File: src/rtl/rv_pkg.sv
// Shared widths and index/word types for the operand fetch slice.
package rv_pkg;
   localparam int XLEN = 32;
   localparam int NREG = 32;
   localparam int AW   = $clog2(NREG);

   typedef logic [AW-1:0]   reg_idx_t;
   typedef logic [XLEN-1:0] word_t;
endpackage

File: src/rtl/reg_scoreboard.sv
// One busy bit per architectural register; set on issue, cleared on writeback or on
// flush of the entry that owns it. A set wins over a clear in the same cycle.
module reg_scoreboard
   import rv_pkg::*;
(
   input  logic            clk_i,
   input  logic            rst_i,
   input  logic            set_en_i,
   input  reg_idx_t        set_idx_i,
   input  logic            wb_en_i,
   input  reg_idx_t        wb_idx_i,
   input  logic            flush_en_i,
   input  reg_idx_t        flush_idx_i,
   output logic [NREG-1:0] busy_o
);

   logic [NREG-1:0] busy_q;
   logic [NREG-1:0] busy_d;

   always_comb begin
      busy_d = busy_q;
      if (wb_en_i)    busy_d[wb_idx_i]    = 1'b0;
      if (flush_en_i) busy_d[flush_idx_i] = 1'b0;
      if (set_en_i)   busy_d[set_idx_i]   = 1'b1;
      // x0 is never a real destination, so it can never be owned.
      busy_d[0] = 1'b0;
   end

   always_ff @(posedge clk_i) begin
      if (rst_i) busy_q <= '0;
      else       busy_q <= busy_d;
   end

   assign busy_o = busy_q;

endmodule

File: src/rtl/operand_fetch_stage.sv
// Operand fetch: reads rs1/rs2, bypasses same-cycle writeback, forces x0 to zero,
// stalls on RAW/WAW against the scoreboard, and registers the entry for EX.
//
// Handshake: a transfer happens on a rising edge where valid and ready are both high;
// valid must not depend on ready, and a held entry stays stable until taken or flushed.
module operand_fetch_stage
   import rv_pkg::*;
(
   input  logic     clk_i,
   input  logic     rst_i,
   input  logic     valid_i,
   output logic     ready_o,
   input  word_t    instr_i,
   input  reg_idx_t rs1_i,
   input  reg_idx_t rs2_i,
   input  reg_idx_t rd_i,
   input  logic     rd_wen_i,
   output reg_idx_t rf_rs1_o,
   output reg_idx_t rf_rs2_o,
   input  word_t    rf_data1_i,
   input  word_t    rf_data2_i,
   input  logic     wb_en_i,
   input  reg_idx_t wb_rd_i,
   input  word_t    wb_data_i,
   input  logic     flush_i,
   output logic     valid_o,
   input  logic     ready_i,
   output word_t    instr_o,
   output word_t    op1_o,
   output word_t    op2_o,
   output reg_idx_t rd_o,
   output logic     rd_wen_o
);

   logic [NREG-1:0] busy;
   logic            hit1, hit2, hitd;
   logic            stall1, stall2, stall_waw, hazard;
   logic            accept;
   word_t           op1_d, op2_d;

   logic     valid_q;
   word_t    instr_q, op1_q, op2_q;
   reg_idx_t rd_q;
   logic     rd_wen_q;

   assign rf_rs1_o = rs1_i;
   assign rf_rs2_o = rs2_i;

   assign hit1 = wb_en_i && (wb_rd_i == rs1_i) && (rs1_i != '0);
   assign hit2 = wb_en_i && (wb_rd_i == rs2_i) && (rs2_i != '0);
   assign hitd = wb_en_i && (wb_rd_i == rd_i)  && (rd_i  != '0);

   // The file returns the old value during its write cycle, so take wb_data_i directly.
   always_comb begin
      op1_d = rf_data1_i;
      op2_d = rf_data2_i;
      if (rs1_i == '0) op1_d = '0;
      else if (hit1)   op1_d = wb_data_i;
      if (rs2_i == '0) op2_d = '0;
      else if (hit2)   op2_d = wb_data_i;
   end

   assign stall1    = busy[rs1_i] && !hit1;
   assign stall2    = busy[rs2_i] && !hit2;
   assign stall_waw = rd_wen_i && busy[rd_i] && !hitd;
   assign hazard    = stall1 || stall2 || stall_waw;

   assign ready_o = !flush_i && (!valid_q || ready_i) && !hazard;
   assign accept  = valid_i && ready_o;

   reg_scoreboard u_sb (
      .clk_i       (clk_i),
      .rst_i       (rst_i),
      .set_en_i    (accept && rd_wen_i),
      .set_idx_i   (rd_i),
      .wb_en_i     (wb_en_i),
      .wb_idx_i    (wb_rd_i),
      .flush_en_i  (flush_i && valid_q && rd_wen_q),
      .flush_idx_i (rd_q),
      .busy_o      (busy)
   );

   always_ff @(posedge clk_i) begin
      if (rst_i) begin
         valid_q  <= 1'b0;
         instr_q  <= '0;
         op1_q    <= '0;
         op2_q    <= '0;
         rd_q     <= '0;
         rd_wen_q <= 1'b0;
      end else if (flush_i) begin
         valid_q <= 1'b0;
      end else if (accept) begin
         valid_q  <= 1'b1;
         instr_q  <= instr_i;
         op1_q    <= op1_d;
         op2_q    <= op2_d;
         rd_q     <= rd_i;
         rd_wen_q <= rd_wen_i;
      end else if (ready_i) begin
         valid_q <= 1'b0;
      end
   end

   assign valid_o  = valid_q;
   assign instr_o  = instr_q;
   assign op1_o    = op1_q;
   assign op2_o    = op2_q;
   assign rd_o     = rd_q;
   assign rd_wen_o = rd_wen_q;

endmodule

File: config.mk
export PLATFORM = sky130hd
export DESIGN_NAME = operand_fetch_stage
export DESIGN_NICKNAME = d
export VERILOG_FILES = /design/src/rtl/rv_pkg.sv /design/src/rtl/reg_scoreboard.sv /design/src/rtl/operand_fetch_stage.sv
export SDC_FILE = /design/constraint.sdc
export NUM_CORES = 1
export LEC_CHECK = 0
export BUFFER_PORTS_ARGS = -buffer_cell sky130_fd_sc_hd__buf_2
export CAP_MARGIN = 20
export CORE_MARGIN = 2
export CORE_UTILIZATION = 45
export CTS_CLUSTER_DIAMETER = 50
export DETAILED_ROUTE_END_ITERATION = 7
export PLACE_DENSITY_LB_ADDON = 0.08
export SETUP_SLACK_MARGIN = 0.4
export SLEW_MARGIN = 15
export SYNTH_ARGS = -nofsm -noshare
export SYNTH_HDL_FRONTEND = slang
export SYNTH_SLANG_ARGS = --single-unit
File: constraint.sdc
create_clock -name clk_i -period 3.8 [get_ports clk_i]
set_input_delay 0.76 -clock clk_i [delete_from_list [all_inputs] [get_ports clk_i]]
set_output_delay 0.76 -clock clk_i [all_outputs]
set_load 0.01 [all_outputs]
==> results of run 1 <==
synth_stat cells, drive strengths merged, types with 5 or more instances:
cell type,number
or3b,8
a211oi,32
a311oi,33
nand3b,14
nand4,5
xnor2,13
nor3,5
a21oi,105
o221ai,32
buf,45
nand2,45
mux4,17
nor2,7
o211ai,35
nor2b,70
o21ai,72
or3,9
mux2i,44
clkbuf,62
mux2,5
dfxtp,134
nand3,46
sequential cells by signal (all words and copies together), names as in the netlist:
name         cells
instr_o         32
rd_o             5
valid_o          1
op1_o           32
u_sb.busy_o     31
op2_o           32
rd_wen_o         1
layout make-up:
type,count,area (um^2)
Fill cell,1551,6950
Inverter,4,15.0
Multi-Input combinational cell,625,4410
Sequential cell,134,2680
Clock buffer,20,447
Tap cell,220,275
Clock inverter,12,144
Timing Repair Buffer,295,1590
worst min-delay path, stage by stage (launching register included):
cell	delay, ns
dfxtp_1	0.30
o21ai_0	0.06
a21oi_1	0.06
what timing repair did:
item	in CTS	in global routing
buffers inserted	0	1
pin swaps	0	3
resized for setup	3	8
endpoints found under the setup margin	1	1
layer usage:
| layer | share of wire | vias up | track usage |
|---|---|---|---|
| met5 | 0.00050 | - | 0 |
| met4 | 0.023 | 2 | 0.0857 |
| met3 | 0.083 | 36 | 0.0809 |
| met2 | 0.48 | 357 | 0.470 |
| met1 | 0.41 | 3680 | 0.368 |
| li1 | - | 3699 | - |
worst max path at each step:
| stage | start | to | cells past startpoint |
|---|---|---|---|
| after detailed placement | rs1_i[0] | ready_o | 8 |
| after CTS | rs1_i[0] | ready_o | 8 |
| after global placement | rs1_i[0] | ready_o | 8 |
| after global routing | rs1_i[0] | ready_o | 8 |
| final | rs1_i[0] | ready_o | 8 |
| after floorplan | rs1_i[0] | ready_o | 9 |
where the power goes:
| group | switching, mW | internal (mW) |
|---|---|---|
| Clock | 0.663 | 0.995 |
| Sequential | 0.0325 | 1.46 |
| Combinational | 0.352 | 0.240 |
per-stage QoR:
step                hold WS, ns  total power [mW]  setup WS (ns)  utilization  instance area [um^2]
floorplan                 0.498              1.88          0.417            -                  7610
global placement          0.459              2.11          0.381        0.541                  8940
detailed placement        0.464              2.11          0.358        0.541                  8940
CTS                       0.472              3.76          0.405        0.577                  9540
global route              0.494              3.88          0.396        0.579                  9570
finish                    0.470              3.75          0.434        0.579                  9570
kinds of logic after synthesis:
kind of cell | after synthesis
AOI/OAI and AO/OA | 318
xor gates and xnor gates | 15
buffers and inverters | 111
DFF | 134
muxes | 66
and+or+nand+nor | 226
==> summary.txt, run 1 <==
STA
  • Final Hold Viols: 0
  • Slew margin rel.: 0.551
  • Endpoints failing setup: 0
  • Unrepaired setup endpoints after global routing: false
  • Slew @ Worst Pin: 0.673 ns
  • Clock Skews: 0.0141 ns
  • Setup_tns: 0 ns
  • Slew Viols, Final: 0
  • F_max: 297 MHz
  • Final Cycle Share: 0.886
  • Fin crit period: 3.37 ns

Layout
  • Most frequent cells in the layout: buf_2 (261), dfxtp_1 (134), a21oi_1 (105)
  • Area Growth Syn to Fin: 26.2%
  • Non-Filler Instances: 1310
  • Most common cell after layout, fill and taps aside: buf_2
  • Share of cells above drive strength 1: 0.344
  • Antenna cells: 0
  • Total Nets Final: 1232

Critical path
  • CP max stage cell: mux4_2
  • Crit path largest cell delay: 0.50 ns
  • Crit-path most repeated cell: buf_4
  • CP arrival: 2.61 ns
  • Crit end category: output port
  • RR Startpoint: u_sb.busy_o[15]
  • Critical path buffer and inverter count: 2
  • Cells along the critical path: buf_4 -> mux4_2 -> mux2_2 -> or3_1 -> nand4_2 -> o21a_4 -> and3_4 -> buf_4
  • CP delay by family, top: multiplexers
  • Startpoint class of the critical path: primary input
  • Crit Path Category: primary input to output port
  • Reg2Reg Setup Slack: 1.00 ns
  • R2r worst-path depth: 8
  • FF-to-FF End: op1_o[21]
  • Max FO, Critical Path: 6
  • Critical Path RT: 3.04 ns

Floorplanning
  • Core area: 0.0165 mm^2
  • Die Span X: 134 um
  • I/O Pins: 269
  • Initial Util: 0.459
  • Die Ht: 134 um
  • Number of core rows: 47
  • Die area: 0.0179 mm^2

Global routing
  • First-pass GRT wire length: 40.8 mm
  • Initial antenna violation count: 1
  • GRT overflow: 0
  • Gr usage total: 0.286
  • Largest net degree at the start of global routing: 72
  • Number of global-route vias before repair: 7451

Synthesis
  • Post-synth ARST share: 0
  • Mux cell area share after synthesis: 0.117
  • Number of synthesized flops with an enable pin: 0
  • Library cells used by synthesis: 51
  • Cells after Synth: 870
  • Adder-Cell Fraction of Synth Area: 0
  • Mapped Area: 0.00758 mm^2
  • Syn_nets: 1025
  • Synth top area cells: dfxtp_1 (35%), a21oi_1 (6.9%), mux2i_1 (5.8%)
  • Simple-Gate Fraction of Synth Area: 0.170
  • Largest family of logic cells by synthesized area: compound AO/OA/AOI/OAI gates
  • Area leader, netlist: dfxtp_1
  • Synth Area in XOR/XNOR: 0.0173
  • Synthesized area per cell: 8.72 um^2
  • Register area share after synthesis: 0.354
  • Flops & latches, synth: 134
  • Synth Warn #: 0
  • Synth top area share: 0.354
  • Synth Area in Compound Gates: 0.273
  • Ys flop type: dfxtp_1

Drt
  • Detail Route Antenna Nets: 0
  • Vias: 7774
  • DR iter-0 viols: 552
  • 1st-pass router iterations: 5
  • DRC violations left: 0
  • Routed Wire Length: 26.3 mm
  • DR vias/cell: 5.93
  • WL/cell: 20.0 um

Power and ir drop
  • Power Density: 391 mW/mm^2
  • Max VDD drop: 317 uV
  • P_leak: 3.93 nW

Clocking
  • Reg clk slew, reported paths: 0.05 ns
  • H-tree depth: 4
  • CTS tree: yes
  • Hold Buf Count CTS: 0
  • Clock Root Buffer: clkbuf_16
  • Bufs on Longest Clock Path: 2
  • CTS Sinks: 134
  • Skew-Pair Late Insertion Delay: 0.43 ns
  • Inserted Clock Buffers: 17

Min path
  • Worst Hold Depth: 2
  • WHS Endpoint: instr_o[2]
  • Hold Path Origin: instr_o[2]
  • Hold/Removal Path Class: register to register

Run status
  • Outcome: finished, final reports clean

Flow run
  • Max Cap Viol: 0

Placement
  • GP Congestion: 0.963
  • Final HPWL DP: 17.7 mm
  • Dpl cells: 1277
  • PortBufs: 268
Power figures use the tool's default switching activity.
==> inputs of run 2 (changes only) <==
--- a/config.mk
+++ b/config.mk
@@ -6,9 +6,8 @@
 export NUM_CORES = 1
 export LEC_CHECK = 0
 export BUFFER_PORTS_ARGS = -buffer_cell sky130_fd_sc_hd__buf_2
-export CAP_MARGIN = 20
 export CORE_MARGIN = 2
-export CORE_UTILIZATION = 45
+export CORE_UTILIZATION = 52
 export CTS_CLUSTER_DIAMETER = 50
 export DETAILED_ROUTE_END_ITERATION = 7
 export PLACE_DENSITY_LB_ADDON = 0.08
@@ -16,4 +15,5 @@
 export SLEW_MARGIN = 15
 export SYNTH_ARGS = -nofsm -noshare
 export SYNTH_HDL_FRONTEND = slang
+export SYNTH_HIERARCHICAL = 1
 export SYNTH_SLANG_ARGS = --single-unit
==> summary.txt, run 2 <==
Layout
  • Total Nets Final: 1284
  • Fin area: 0.0104 mm^2
  • Share of cells above drive strength 1: 0.337
  • Area Growth Syn to Fin: 25.2%
  • Non-Filler Instances: 1363
  • Most frequent cells in the layout: buf_2 (265), dfxtp_1 (134), nor2b_1 (101)
  • Fill cell count: 1391
  • Most common cell after layout, fill and taps aside: buf_2

Clocking
  • Clock Root Buffer: clkbuf_16
  • H-tree depth: 4
  • CTS Sinks: 134
  • Bufs on Longest Clock Path: 2
  • Skew-Pair Late Insertion Delay: 0.42 ns
  • CTS tree: yes
  • Setup Fix Bufs, Post-CTS: 0
  • Inserted Clock Buffers: 17
  • Hold Buf Count CTS: 0
  • Reg clk slew, reported paths: 0.06 ns

STA
  • Unrepaired setup endpoints after global routing: false
  • Final Hold Viols: 0
  • Slew @ Worst Pin: 0.692 ns
  • Final Cycle Share: 0.867
  • Slew margin rel.: 0.539
  • Clock Skews: 0.0119 ns
  • Endpoints failing setup: 0
  • Setup_tns: 0 ns
  • Slew Viols, Final: 0
  • F_max: 304 MHz
  • Final setup margin: 0.506 ns
  • Fin crit period: 3.29 ns

Floorplanning
  • Core area: 0.0157 mm^2
  • Die area: 0.0169 mm^2
  • Die Span X: 130 um
  • Die Ht: 130 um
  • Number of core rows: 46
  • Initial Util: 0.527
  • I/O Pins: 269

Critical path
  • RR Startpoint: u_sb/busy_o[31]
  • Crit path largest cell delay: 0.56 ns
  • CP max stage cell: or4_1
  • Critical Path RT: 3.04 ns
  • Crit Path Category: primary input to output port
  • Reg2Reg Setup Slack: 1.01 ns
  • Cells along the critical path: buf_2 -> or4_1 -> o211ai_1 -> o21ai_0 -> o22ai_1 -> nor4_2 -> buf_2
  • Max FO, Critical Path: 11
  • Crit end category: output port
  • Critical path buffer and inverter count: 2
  • R2r worst-path depth: 8
  • CP arrival: 2.53 ns
  • FF-to-FF End: op2_o[18]
  • CP delay by family, top: compound AO/OA/AOI/OAI gates
  • Startpoint class of the critical path: primary input
  • Crit-path most repeated cell: buf_2

Synthesis
  • Number of synthesized flops with an enable pin: 0
  • Flops & latches, synth: 134
  • Synthesized area per cell: 9.13 um^2
  • Synth top area cells: dfxtp_1 (32%), mux2i_1 (10%), nor2b_1 (7.6%)
  • Cells after Synth: 906
  • Synth Warn #: 6
  • Register area share after synthesis: 0.324
  • Area leader, netlist: dfxtp_1
  • Most frequent cells after synthesis: dfxtp_1 (134), nor2b_1 (101), mux2i_1 (83)
  • Library cells used by synthesis: 53
  • Mapped Area: 0.00828 mm^2
  • Ys flop type: dfxtp_1
  • Synth top area share: 0.324
  • Post-synth ARST share: 0
  • Syn_nets: 1061
  • Count leader, synth: dfxtp_1

Power and ir drop
  • Power Density: 376 mW/mm^2
  • Pint: 2.90 mW
  • Sequential Power Share: 0.387
  • Switching pwr: 1.00 mW
  • Max VDD drop: 306 uV
  • Combinational fraction of design power: 0.171
  • Sw Share: 0.257
  • Clock share of power: 0.442
  • Total power: 3.90 mW
  • P_leak: 4.29 nW

Min path
  • Hold Path Origin: instr_o[15]
  • WHS Endpoint: instr_o[15]
  • Hold/Removal Path Class: register to register
  • Worst Hold Depth: 2

Global routing
  • Initial antenna violation count: 2
  • Number of global-route vias before repair: 7132
  • Gr usage total: 0.286
  • First-pass GRT wire length: 37.4 mm
  • Largest net degree at the start of global routing: 98
  • GRT overflow: 0

Drt
  • 1st-pass router iterations: 5
  • DRC violations left: 0
  • DR iter-0 viols: 533
  • WL/cell: 18.5 um
  • Vias: 7685
  • DR vias/cell: 5.64
  • Detail Route Antenna Nets: 0
  • Routed Wire Length: 25.2 mm

Placement
  • Dpl cells: 1326
  • GP Congestion: 0.881
  • DP Area: 0.00971 mm^2
  • Final HPWL DP: 17.9 mm
  • Placement Setup Slack: 0.245 ns
  • PortBufs: 268

Run status
  • Outcome: finished, final reports clean

Flow run
  • Max Cap Viol: 0
[run 2: changes by cell type in the layout (fill, tap and decap cells not counted), moves of 31 or more]
cell	change
nand2b_1	+80
a21oi_1	-73
o21ai_0	-59
nand3_1	-42
mux2i_1	+39
o22ai_1	+34
a311oi_1	-33
mux2_2	+33
nor2_1	+32
o32ai_1	+32
inv_1	+31
mux2_1	+31
nor2b_1	+31
[run 2: layout make-up]
type                    instances  area, um^2  share of cell area
clock buffers                  22         454              0.0438
inverters                      35         131              0.0127
flip-flops and latches        134        2680               0.259
repair buffers                290        1600               0.154
multi-input cells             651        5060               0.488
well taps                     216         270              0.0261
clock inverters                 9         151              0.0146
diodes                          6        15.0             0.00145
[run 2: kinds of logic (layout without fill, tap and decap cells)]
family / Yosys count / after routing / share of synthesized area
xor+xnor: 15 / 15 / 0.0159
flops: 134 / 134 / 0.324
mux: 169 / 169 / 0.241
simple gates: 315 / 315 / 0.223
other cells: 1 / 7 / 0.000453
buf+inv: 121 / 356 / 0.0689
compound gates: 151 / 151 / 0.127
[run 2: per-stage QoR]
| step | hold slack, ns | util |
|---|---|---|
| 2_1_floorplan | 0.470 | - |
| 3_3_place_gp | 0.456 | 0.618 |
| 3_5_place_dp | 0.461 | 0.618 |
| 4_1_cts | 0.472 | 0.657 |
| 5_1_grt | 0.487 | 0.659 |
| 6_report | 0.468 | 0.659 |
[run 2: timing repair]
item                                    4_1_cts  5_1_grt
gates resized for setup                       2        5
pin swaps                                     1        0
endpoints found under the hold margin         0        0
endpoints found under the setup margin        1        1
[run 2: worst reg2reg max path, stage by stage (launching register included)]
cell	delay [ns]
dfxtp_1	0.35
mux4_2	0.47
mux2_2	0.28
a221oi_2	0.27
a211oi_2	0.10
nor4_4	0.43
buf_12	0.23
buf_12	0.19
mux2_1	0.34
[run 2: worst max-delay path by stage]
| stage | startpoint | endpoint | slack (ns) | cells after the start |
|---|---|---|---|---|
| floorplan | rd_i[0] | u_sb/busy_o[24] | 0.45 | 10 |
| global placement | rd_i[0] | ready_o | 0.25 | 7 |
| detailed placement | rd_i[0] | u_sb/busy_o[24] | 0.25 | 10 |
| CTS | rd_i[0] | ready_o | 0.45 | 7 |
| global route | rs1_i[1] | ready_o | 0.42 | 7 |
| finish | rs1_i[2] | ready_o | 0.51 | 7 |
[run 2: power by group through the flow]
stage	clock network (mW)	logic [mW]	registers (mW)
2_1_floorplan	0	0.371	1.57
3_3_place_gp	0	0.654	1.54
3_5_place_dp	0	0.660	1.54
4_1_cts	1.75	0.664	1.51
5_1_grt	1.82	0.721	1.52
6_report	1.72	0.667	1.51
[run 2: metal layers]
| layer | track usage | up-vias | share of wire | routed length, um |
|---|---|---|---|---|
| met2 | 0.447 | 345 | 0.47 | 11900 |
| met1 | 0.361 | 3602 | 0.41 | 10400 |
| li1 | - | 3674 | - | - |
| met4 | 0.137 | 0 | 0.030 | 748 |
| met5 | 0 | - | 0 | 0 |
| met3 | 0.0898 | 64 | 0.087 | 2190 |
==> inputs of run 3 (changes only) <==
--- a/config.mk
+++ b/config.mk
@@ -5,11 +5,11 @@
 export SDC_FILE = /design/constraint.sdc
 export NUM_CORES = 1
 export LEC_CHECK = 0
-export BUFFER_PORTS_ARGS = -buffer_cell sky130_fd_sc_hd__buf_2
-export CORE_MARGIN = 2
-export CORE_UTILIZATION = 52
+export CORE_MARGIN = 10
+export CORE_UTILIZATION = 64
 export CTS_CLUSTER_DIAMETER = 50
 export DETAILED_ROUTE_END_ITERATION = 7
+export DONT_BUFFER_PORTS = 1
 export PLACE_DENSITY_LB_ADDON = 0.08
 export SETUP_SLACK_MARGIN = 0.4
 export SLEW_MARGIN = 15
==> summary.txt, run 3 (same netlist as run 2, synthesis figures left out) <==
Drt
  • DRC violations left: 0
  • Detail Route Antenna Nets: 0
  • DR vias/cell: 6.60
  • Routed Wire Length: 25.3 mm
  • WL/cell: 24.3 um
  • 1st-pass router iterations: 6
  • DR iter-0 viols: 801
  • Vias: 6886

STA
  • F_max: 312 MHz
  • Final Hold Viols: 0
  • Endpoints failing setup: 0
  • Slew Viols, Final: 0
  • Slew @ Worst Pin: 1.10 ns
  • Fin crit period: 3.20 ns
  • Final Cycle Share: 0.843
  • Setup_tns: 0 ns
  • Slew margin rel.: 0.268
  • Clock Skews: 0.0129 ns
  • Unrepaired setup endpoints after global routing: false

Clocking
  • CTS Sinks: 134
  • Inserted Clock Buffers: 17
  • Bufs on Longest Clock Path: 2
  • Reg clk slew, reported paths: 0.06 ns
  • Skew-Pair Late Insertion Delay: 0.43 ns
  • Hold Buf Count CTS: 0
  • Post-CTS sizing: 0
  • CTS tree: yes
  • Clock Root Buffer: clkbuf_16
  • H-tree depth: 4
  • Setup Fix Bufs, Post-CTS: 0

Global routing
  • Largest net degree at the start of global routing: 241
  • Gr usage total: 0.273
  • GRT overflow: 0
  • First-pass GRT wire length: 38.7 mm
  • Number of global-route vias before repair: 6759
  • Initial antenna violation count: 2

Flow run
  • Max Cap Viol: 0

Layout
  • Fin area: 0.00884 mm^2
  • Share of cells above drive strength 1: 0.129
  • Most common cell after layout, fill and taps aside: dfxtp_1
  • Non-Filler Instances: 1043
  • Total Nets Final: 1011
  • Area Growth Syn to Fin: 6.88%
  • Most frequent cells in the layout: dfxtp_1 (134), nor2b_1 (101), mux2i_1 (83)

Floorplanning
  • Number of core rows: 41
  • I/O Pins: 269
  • Die Span X: 134 um
  • Die area: 0.0179 mm^2
  • Die Ht: 134 um
  • Core area: 0.0126 mm^2
  • Initial Util: 0.656

Placement
  • Final HPWL DP: 18.4 mm
  • PortBufs: 0
  • GP Congestion: 0.941
  • Dpl cells: 1009
  • DP Area: 0.00826 mm^2

Power and ir drop
  • Total power: 3.58 mW
  • P_leak: 3.04 nW
  • Max VDD drop: 327 uV
  • Power Density: 405 mW/mm^2

Min path
  • Hold/Removal Path Class: primary input to register

Critical path
  • Startpoint class of the critical path: primary input
  • Critical path buffer and inverter count: 1
  • Crit path largest cell delay: 0.47 ns
  • Crit Path Category: primary input to output port
  • CP max stage cell: mux4_2
  • Crit end category: output port
  • Critical Path RT: 3.04 ns
  • CP arrival: 2.44 ns
  • Cells along the critical path: mux4_2 -> mux2_2 -> a221oi_1 -> a211oi_1 -> nor4_1 -> buf_4
  • CP delay by family, top: multiplexers
  • Max FO, Critical Path: 18

Run status
  • Outcome: finished, final reports clean
==> run 3: changes by cell type in the layout (fill, tap and decap cells not counted), sizes merged <==
cell      delta
clkinv       +3
diode        -4
clkinvlp     +1
clkbuf       -4
buf        -271
inv          +1
bufinv       -2
==> run 3: final timing paths <==
check | slack [ns] | cells past startpoint | endpoint | from
min reg2reg | 0.51 | 2 | u_sb/busy_o[14] | u_sb/busy_o[14]
max | 0.60 | 6 | ready_o | rd_i[0]
max reg2reg | 0.76 | 8 | instr_o[28] | u_sb/busy_o[28]
min | 0.49 | 2 | instr_o[2] | instr_i[2]
==> run 3: per-stage QoR <==
stage | worst slack [ns] | hold slack, ns | util
2_1_floorplan | 0.446 | 0.470 | -
3_5_place_dp | 0.331 | 0.500 | 0.654
3_3_place_gp | 0.436 | 0.486 | 0.654
4_1_cts | 0.605 | 0.465 | 0.700
5_1_grt | 0.479 | 0.481 | 0.701
6_report | 0.598 | 0.487 | 0.701
==> run 3: layout make-up <==
type                            count  area, um^2
Timing Repair Buffer               17         190
Clock inverter                     12         126
Clock buffer                       20         457
Sequential cell                   134        2680
Tap cell                          172         215
Inverter                           35         131
Antenna cell                        2        5.00
Multi-Input combinational cell    651        5040
Fill cell                        1006        3770
==> run 3: per-layer routing <==
metal / part of all wire / vias to the layer above / global-route usage
met5: 0 / - / 0
li1: - / 3130 / -
met2: 0.49 / 447 / 0.451
met4: 0.024 / 0 / 0.0967
met1: 0.35 / 3249 / 0.306
met3: 0.13 / 60 / 0.118
==> run 3: power breakdown <==
part | internal (mW) | leakage [nW] | total (mW) | switching (mW)
Combinational | 0.207 | 1.67 | 0.381 | 0.174
Sequential | 1.47 | 1.09 | 1.57 | 0.0933
Clock | 0.997 | 0.286 | 1.64 | 0.639
Total | 2.68 | 3.04 | 3.58 | 0.906
